File: src/rtl/fifo_wr_arbiter.sv
// fifo_wr_arbiter: round-robin arbiter that lets NUM_REQ producers share a
// single FIFO write port. One write is in flight at a time
// (IDLE -> WRITE -> ACK_WAIT). The FIFO's acknowledge decides whether the
// producer is granted or whether it retries in the next arbitration.
module fifo_wr_arbiter #(
    parameter int FIFO_WIDTH = 16,
    parameter int NUM_REQ    = 4
) (
    input  logic                          clk,
    input  logic                          rst,
    input  logic [NUM_REQ-1:0]            req,
    input  logic [NUM_REQ*FIFO_WIDTH-1:0] req_data,
    output logic [NUM_REQ-1:0]            gnt,
    output logic                          fifo_wr_en,
    output logic [FIFO_WIDTH-1:0]         fifo_data_in,
    input  logic                          fifo_full,
    input  logic                          fifo_wr_ack,
    input  logic                          fifo_overflow,
    output logic                          busy,
    output logic [7:0]                    retry_cnt
);

    localparam int PTR_W = (NUM_REQ > 1) ? $clog2(NUM_REQ) : 1;

    localparam logic [1:0] IDLE     = 2'd0;
    localparam logic [1:0] WRITE    = 2'd1;
    localparam logic [1:0] ACK_WAIT = 2'd2;

    logic [1:0]            state;
    logic [PTR_W-1:0]      ptr;
    logic [PTR_W-1:0]      winner;
    logic [PTR_W-1:0]      sel;
    logic                  sel_valid;
    logic [FIFO_WIDTH-1:0] sel_data;
    logic [PTR_W-1:0]      winner_next;

    // Overflow is informational only: a missing acknowledge already marks
    // the attempt as failed, whatever the reason.
    logic unused_overflow;
    assign unused_overflow = fifo_overflow;

    // Round-robin pick: lowest requester at or above ptr, else lowest overall.
    always_comb begin
        // NOTE: every output of this block gets a default first, so no path
        // through the loops can leave a value held (no latch).
        sel       = '0;
        sel_valid = 1'b0;
        sel_data  = '0;
        for (int j = 0; j < NUM_REQ; j++) begin
            if (!sel_valid && req[j] && (PTR_W'(j) >= ptr)) begin
                sel       = PTR_W'(j);
                sel_valid = 1'b1;
            end
        end
        for (int j = 0; j < NUM_REQ; j++) begin
            if (!sel_valid && req[j]) begin
                sel       = PTR_W'(j);
                sel_valid = 1'b1;
            end
        end
        for (int j = 0; j < NUM_REQ; j++) begin
            if (sel == PTR_W'(j)) begin
                sel_data = req_data[j*FIFO_WIDTH +: FIFO_WIDTH];
            end
        end
    end

    // Pointer value that follows a successful grant, wrapping at NUM_REQ.
    always_comb begin
        if (winner == PTR_W'(NUM_REQ - 1)) begin
            winner_next = '0;
        end else begin
            winner_next = winner + 1'b1;
        end
    end

    // Grant pulses only while an acknowledged write is being retired.
    always_comb begin
        gnt = '0;
        if (!rst && (state == ACK_WAIT) && fifo_wr_ack) begin
            gnt[winner] = 1'b1;
        end
    end

    assign busy = (state != IDLE);

    // Write-cycle sequencer: arbitrate, issue one write, retire on ack/no-ack.
    always_ff @(posedge clk) begin
        // NOTE: non-blocking assignments so every register here updates from
        // the values present before the edge, independent of statement order.
        if (rst) begin
            state        <= IDLE;
            ptr          <= '0;
            winner       <= '0;
            fifo_wr_en   <= 1'b0;
            fifo_data_in <= '0;
            retry_cnt    <= '0;
        end else begin
            case (state)
                IDLE: begin
                    if (sel_valid && !fifo_full) begin
                        winner       <= sel;
                        fifo_data_in <= sel_data;
                        fifo_wr_en   <= 1'b1;
                        state        <= WRITE;
                    end else begin
                        fifo_wr_en <= 1'b0;
                    end
                end
                WRITE: begin
                    fifo_wr_en <= 1'b0;
                    state      <= ACK_WAIT;
                end
                ACK_WAIT: begin
                    if (fifo_wr_ack) begin
                        ptr <= winner_next;
                    end else begin
                        // Failed attempt: the same producer wins next time.
                        ptr <= winner;
                        if (retry_cnt != 8'hFF) begin
                            retry_cnt <= retry_cnt + 8'd1;
                        end
                    end
                    state <= IDLE;
                end
                default: begin
                    fifo_wr_en <= 1'b0;
                    state      <= IDLE;
                end
            endcase
        end
    end

endmodule

File: config.mk
export PLATFORM = sky130hd
export DESIGN_NAME = fifo_wr_arbiter
export DESIGN_NICKNAME = d
export VERILOG_FILES = /design/src/rtl/fifo_wr_arbiter.sv
export SDC_FILE = /design/constraint.sdc
export NUM_CORES = 1
export LEC_CHECK = 0
export BUFFER_PORTS_ARGS = -buffer_cell sky130_fd_sc_hd__buf_2
export CAP_MARGIN = 20
export CORE_UTILIZATION = 41
export DETAILED_ROUTE_END_ITERATION = 12
export PLACE_DENSITY_LB_ADDON = 0.1
export RECOVER_POWER = 50
export SYNTH_ARGS = -nofsm -noshare
export SYNTH_HDL_FRONTEND = slang
export SYNTH_SLANG_ARGS = --single-unit
export TNS_END_PERCENT = 100
File: constraint.sdc
create_clock -name clk -period 1.72 [get_ports clk]
set_input_delay 0.344 -clock clk [delete_from_list [all_inputs] [get_ports clk]]
set_output_delay 0.344 -clock clk [all_outputs]
set_load 0.01 [all_outputs]
==> results of run 1 <==
metrics by stage:
stage | total power [mW] | cells | setup slack, ns
3_3_place_gp | 1.38 | 421 | -0.0925
3_5_place_dp | 1.39 | 421 | -0.133
2_1_floorplan | 1.14 | 233 | -0.00332
4_1_cts | 1.96 | 430 | 0.00204
6_report | 1.99 | 431 | -0.0257
5_1_grt | 2.09 | 431 | -0.0739
cell families (layout without fill, tap and decap cells):
family	after synthesis	after routing	synth area share
fa+ha+maj	5	5	0.0311
xor+xnor	8	8	0.0349
mux	3	3	0.0149
flops	31	31	0.309
compound gates	62	62	0.248
simple gates	105	105	0.306
buf+inv	19	150	0.0560
worst min-delay path, cell delays in order:
cell                       delay (ns)
sky130_fd_sc_hd__buf_2           0.09
sky130_fd_sc_hd__a31oi_1         0.12
sky130_fd_sc_hd__a211oi_1        0.07
Yosys cell counts, types with 2 or more instances:
cell and n:
sky130_fd_sc_hd__ha_1 5, sky130_fd_sc_hd__xor2_1 6, sky130_fd_sc_hd__dfxtp_1 31, sky130_fd_sc_hd__xnor2_1 2, sky130_fd_sc_hd__inv_1 4, sky130_fd_sc_hd__buf_6 2, sky130_fd_sc_hd__nor2_1 32, sky130_fd_sc_hd__clkbuf_1 6
sky130_fd_sc_hd__and3_1 7, sky130_fd_sc_hd__o21ai_0 5, sky130_fd_sc_hd__a211oi_2 5, sky130_fd_sc_hd__nand3_1 6, sky130_fd_sc_hd__o2bb2ai_1 15, sky130_fd_sc_hd__a21o_1 6, sky130_fd_sc_hd__nor4_2 5, sky130_fd_sc_hd__a31oi_1 5
sky130_fd_sc_hd__and2b_4 2, sky130_fd_sc_hd__nor3_1 9, sky130_fd_sc_hd__and3_2 5, sky130_fd_sc_hd__nor4_1 7, sky130_fd_sc_hd__and2_1 5, sky130_fd_sc_hd__nand2_1 8, sky130_fd_sc_hd__nand4_1 3, sky130_fd_sc_hd__nor2b_1 2
sky130_fd_sc_hd__a211oi_1 15, sky130_fd_sc_hd__mux2i_1 3, sky130_fd_sc_hd__nor3_2 3, sky130_fd_sc_hd__buf_2 5, sky130_fd_sc_hd__a21oi_1 4, sky130_fd_sc_hd__or2_2 2
where the power goes:
group | leakage [nW] | internal (mW) | switching [mW] | total, mW
clock network | 0.0412 | 0.283 | 0.291 | 0.573
registers | 0.256 | 0.769 | 0.0307 | 0.799
logic | 0.992 | 0.294 | 0.319 | 0.613
total | 1.29 | 1.35 | 0.640 | 1.99
state kept, by name (all words and copies together), names as in the netlist:
| name | cells |
|---|---|
| fifo_data_in | 16 |
| fifo_wr_en | 1 |
| ptr | 2 |
| retry_cnt | 8 |
| state | 2 |
| winner | 2 |
per-layer routing:
layer	track usage	up-vias
met1	0.308	1064
met2	0.397	90
li1	-	1125
met4	0.0675	0
met3	0.0486	6
met5	0	-
what timing repair did:
item,CTS,global route
setup buffers,1,0
pin swaps,1,12
gates cloned,0,1
setup endpoints to repair,7,25
gates resized for setup,3,24
endpoints found under the hold margin,0,0
cell type report:
type	count	area, um^2
fill	449	1750
multi-input combinational	183	1370
timing repair buffer	138	790
sequential	31	624
tap	67	83.8
clock buffer	6	72.6
inverter	4	15.0
clock inverter	2	12.5
how the worst max path moves through the flow:
stage	startpoint	endpoint	cells past startpoint
global route	state[0]	fifo_data_in[15]	6
CTS	state[0]	retry_cnt[5]	7
global placement	req[1]	fifo_data_in[4]	6
finish	state[0]	fifo_data_in[10]	6
detailed placement	req[1]	fifo_data_in[1]	8
floorplan	state[0]	fifo_data_in[11]	7
==> results.cfg, run 1 <==
[job]
max-cap-violations = 0

[cells_and_area]
final_core_utilization = 0.629
final_area_mm2 = 0.00297
mostFrequentLayoutCell = sky130_fd_sc_hd__buf_2
num_antenna_cells = 0
post_route_cells_drive_above_1_share = 0.470
syn_to_final_growth_pct = 47.9
nNetsFinal = 441
most_used_cells_in_the_layout_excluding_fill_and_tap_cells = sky130_fd_sc_hd__buf_2 (81), sky130_fd_sc_hd__nor2_1 (31), sky130_fd_sc_hd__buf_4 (31)

[critical_path]
path_cells = or2_4, or3_4, a21o_4, buf_6, nor3_2, nor4_2
setup.reg_to_reg.worst_slack_ns = -0.03
cp_top_family = simple AND/OR/NAND/NOR gates
crit-reg2reg-launch = state[0]
critical_path_source_type = flip-flop
timing.reg2reg.worst_path_depth = 6
critical_path.n_buffers_inverters = 1
timing.critical_path.slowest_stage_cell = sky130_fd_sc_hd__or3_4
cp-end-kind = flip-flop
crit_path_category = reg2reg
rr_endpoint = fifo_data_in[10]
timing.critical_path.slowest_cell_delay_ns = 0.43
critPathArrivalTime_ns = 1.91
crit_required_ns = 1.89
critPathMaxFanout = 8

[cts]
htree_num_levels = 2
cts_buffers = 5
cts_max_path_buffers = 2
cts-hold-fix-buffers = 0
cts.sinks = 31
clock_tree.root_cell = sky130_fd_sc_hd__clkbuf_8
cts_tree = built
clkSlewWorstSetupHoldPaths_ns = 0.07
insertion_delay_ns = 0.29

[route]
route.final.wire_length_um = 6070
drc = 0
drt_pass1_iterations = 4
wl_per_cell_um = 14.1
drtIter0Drc = 110
vias = 2285
met3WireLength_um = 380
dr.max_layer_used = met4
antenna_violating_nets_post_route = 0
drt-met1-wl_um = 2770
detail_route.vias_per_cell = 5.30
met2WireLength_um = 2860

[timing]
min_tclk_post_route_ns = 1.75
final.setup_skew_ns = 0.00533
timing.setup.tns_ns = -0.0700
timing_worst_slew_pin_value_ns = 0.457
hold_viol_final = 0
relSlewSlack = 0.694
fin_crit_sh = 1.01
rsz_0062_raised_after_global_routing = yes
setup_failing_eps_final = 6
layout_setup_ws_ns = -0.0257
maxSlewViolCount = 0
hold_ws_ns = 0.387
max_freq_mhz = 573

[synthesis]
synth.distinct_cells = 48
asr_flop_ratio_synth = 0
synth_area_leaders = sky130_fd_sc_hd__dfxtp_1 (31%), sky130_fd_sc_hd__o2bb2ai_1 (6.5%), sky130_fd_sc_hd__nor2_1 (6.0%)
syn-mean-instance-area_um2 = 8.62
post_synthesis_cells = 233
yosysSeqAreaShare = 0.309
ys_ff_latch = 31
post-synth-top-area-cell = sky130_fd_sc_hd__dfxtp_1
ys_dominant_reg_cell = sky130_fd_sc_hd__dfxtp_1
synth-edff-count = 0
ys_warn_count = 0
syn-num-nets = 311
syn_area_mm2 = 0.00201
netlist.area_leader.share = 0.309

[min_path]
timing.hold.worst.class = in2reg
min-delay-start = req_data[39]
timing.hold.worst_path_depth = 3
timing.hold.worst_endpoint = fifo_data_in[7]

[run_status]
status = finished with violations
violations = negative setup slack

[grt]
grt_pass1_vias = 2051
wire_length_of_the_first_global_routing_pass_um = 9430
groute.usage.overall = 0.236
grt_antenna_before_repair = 0
grt.overflow.total = 0
grt_start_max_net_pins = 32

[power_and_ir_drop]
p_leak_nw = 1.29
ir_worst_vdd_uv = 376
power_density_mw_per_mm2 = 668

[place]
dp_hpwl_um = 4310
postPlaceCellArea_mm2 = 0.00278
gp_congestion = 0.812
port-buffer-count = 101

[floorplan]
die_h_um = 72.0
die_area_mm2 = 0.00518
num_io_pins = 103
floorplan.initialDensity = 0.425
row_count = 25
die_width_um = 72.0
placeableCoreArea_mm2 = 0.00472
Power figures use the tool's default switching activity.
==> run 2: changes to the inputs <==
--- a/config.mk
+++ b/config.mk
@@ -9,7 +9,7 @@
 export CAP_MARGIN = 20
 export CORE_UTILIZATION = 41
 export DETAILED_ROUTE_END_ITERATION = 12
-export PLACE_DENSITY_LB_ADDON = 0.1
+export PLACE_DENSITY = 0.86
 export RECOVER_POWER = 50
 export SYNTH_ARGS = -nofsm -noshare
 export SYNTH_HDL_FRONTEND = slang
==> results.cfg, run 2 (same netlist as run 1, synthesis figures left out) <==
[timing]
fin_crit_sh = 1.02
final.setup_skew_ns = 0.00845
hold_viol_final = 0
hold_ws_ns = 0.387
timing_worst_slew_pin_value_ns = 0.354
setup_failing_eps_final = 9
layout_setup_ws_ns = -0.0307
rsz_0062_raised_after_global_routing = yes
relSlewSlack = 0.764
maxSlewViolCount = 0
min_tclk_post_route_ns = 1.75
max_freq_mhz = 571

[cells_and_area]
multi_input_comb_area_mm2 = 0.00141
largest_register_ff_count = 16
post_route_cells_drive_above_1_share = 0.479
most_used_cells_in_the_layout_excluding_fill_and_tap_cells = sky130_fd_sc_hd__buf_2 (77), sky130_fd_sc_hd__nor2_1 (31), sky130_fd_sc_hd__dfxtp_1 (27), sky130_fd_sc_hd__buf_4 (27), sky130_fd_sc_hd__clkbuf_1 (23)
number_of_non_filler_instances_in_the_completed_layout = 432
sequential_cell_area_um2 = 626
max_flop_register = fifo_data_in
syn_to_final_growth_pct = 54.4
num_antenna_cells = 0
nNetsFinal = 442
mostFrequentLayoutCell = sky130_fd_sc_hd__buf_2
final_core_utilization = 0.657
biggestRegsByFlops = fifo_data_in (16), retry_cnt (8)
fillCellCount = 391

[grt]
grt_antenna_before_repair = 0
groute.usage.overall = 0.237
grt_start_max_net_pins = 32
wire_length_of_the_first_global_routing_pass_um = 9520
grt_pass1_vias = 2090
grt.overflow.total = 0

[place]
numPlacedInstances = 420
place_ws_ns = -0.130
gp_congestion = 0.868
port-buffer-count = 101
dp_hpwl_um = 4410

[power_and_ir_drop]
p_leak_nw = 1.33
share_seq_of_total_power = 0.361
pwr-share-comb = 0.296
power_frac_clock = 0.342
total_power_mw = 2.21
power_density_mw_per_mm2 = 714
intPower_mw = 1.56
net_switching_power_figure_mw = 0.654
power.switching_fraction = 0.296
ir_worst_vdd_uv = 378

[floorplan]
die_width_um = 72.0
num_io_pins = 103
die_h_um = 72.0
row_count = 25
die_area_mm2 = 0.00518
floorplan.initialDensity = 0.425
placeableCoreArea_mm2 = 0.00472

[cts]
clkSlewWorstSetupHoldPaths_ns = 0.07
cts.sinks = 31
clock_tree.root_cell = sky130_fd_sc_hd__clkbuf_8
cts_max_path_buffers = 2
cts-hold-fix-buffers = 0
htree_num_levels = 2
cts_buffers = 5
cts_tree = built
insertion_delay_ns = 0.29

[route]
antenna_violating_nets_post_route = 0
drtIter0Drc = 130
route.final.wire_length_um = 6290
vias = 2344
drc = 0
drt_pass1_iterations = 4
wl_per_cell_um = 14.6
detail_route.vias_per_cell = 5.43

[critical_path]
rr_endpoint = fifo_data_in[4]
crit_path_category = reg2reg
path_cells = and2b_1, buf_6, a211oi_4, buf_4, o21ai_4, buf_12, a211oi_2, nor4_1
critical_path_source_type = flip-flop
critical_path.n_buffers_inverters = 3
cp_top_family = compound AO/OA/AOI/OAI gates
timing.reg2reg.worst_path_depth = 8
cp-end-kind = flip-flop
crit-reg2reg-launch = ptr[0]
timing.critical_path.slowest_cell_delay_ns = 0.36
timing.critical_path.slowest_stage_cell = sky130_fd_sc_hd__dfxtp_2
critPathArrivalTime_ns = 1.91
crit_required_ns = 1.88
setup.reg_to_reg.worst_slack_ns = -0.03
critPathMaxFanout = 5

[run_status]
violations = negative setup slack
status = finished with violations

[min_path]
timing.hold.worst_path_depth = 3
timing.hold.worst.class = in2reg
timing.hold.worst_endpoint = fifo_data_in[3]
min-delay-start = req_data[35]

[job]
max-cap-violations = 0
==> run 2: changes by cell type in the layout (fill, tap and decap cells not counted), moves of 3 or more <==
cell                       delta
sky130_fd_sc_hd__a211oi_1     -7
sky130_fd_sc_hd__a211oi_2     +4
sky130_fd_sc_hd__buf_2        -4
sky130_fd_sc_hd__buf_4        -4
sky130_fd_sc_hd__nor3_1       +4
sky130_fd_sc_hd__nor3_2       -4
sky130_fd_sc_hd__a211oi_4     +3
sky130_fd_sc_hd__buf_12       +3
==> run 2: power by group through the flow <==
stage | logic, mW | clock network (mW) | registers, mW
detailed placement | 0.583 | 0 | 0.812
global route | 0.709 | 0.798 | 0.804
CTS | 0.612 | 0.770 | 0.797
finish | 0.656 | 0.758 | 0.800
global placement | 0.569 | 0 | 0.810
floorplan | 0.307 | 0 | 0.831
==> run 2: cell type report <==
cell class | count | share of cell area
clock buffer | 6 | 0.0266
clock inverter | 2 | 0.0113
inverter | 4 | 0.00484
multi-input combinational | 184 | 0.456
sequential | 31 | 0.202
tap | 67 | 0.0270
timing repair buffer | 138 | 0.273
==> run 2: how the worst max path moves through the flow <==
stage                  start               end  slack (ns)  cells after the start
finish                ptr[0]   fifo_data_in[4]       -0.03                      8
global placement      req[1]   fifo_data_in[4]       -0.08                      6
global route          ptr[0]  fifo_data_in[11]       -0.09                      8
detailed placement    req[1]   fifo_data_in[1]       -0.13                      6
floorplan           state[0]  fifo_data_in[11]      -0.003                      7
CTS                 state[1]            gnt[1]     -0.0001                      5
==> run 2: per-layer routing <==
metal  vias up  part of all wire  wire length (um)  GRT usage
met4         0             0.014                85     0.0871
met1      1098              0.42              2650      0.301
met2       105              0.51              3180      0.398
met3        10             0.059               369     0.0458
met5         -                 0                 0          0
li1       1131                 -                 -          -
==> run 2: timing repair <==
| item | in CTS | in global routing |
|---|---|---|
| hold endpoints to repair | 0 | 0 |
| endpoints found under the setup margin | 21 | 23 |
| pin swaps | 4 | 19 |
| setup buffers | 1 | 1 |
| gates cloned | 1 | 1 |
| gates resized for setup | 10 | 27 |
==> run 2: through the flow <==
step	instance area [um^2]	TNS, ns
global route	3100	-0.963
floorplan	2020	-0.00787
global placement	2800	-0.915
finish	3100	-0.117
detailed placement	2800	-1.62
CTS	2980	-0.000142
==> run 2: worst reg2reg max path: stages (launching register included) <==
cell	delay [ns]
sky130_fd_sc_hd__dfxtp_2	0.36
sky130_fd_sc_hd__and2b_1	0.22
sky130_fd_sc_hd__buf_6	0.13
sky130_fd_sc_hd__a211oi_4	0.27
sky130_fd_sc_hd__buf_4	0.18
sky130_fd_sc_hd__o21ai_4	0.08
sky130_fd_sc_hd__buf_12	0.14
sky130_fd_sc_hd__a211oi_2	0.18
sky130_fd_sc_hd__nor4_1	0.07
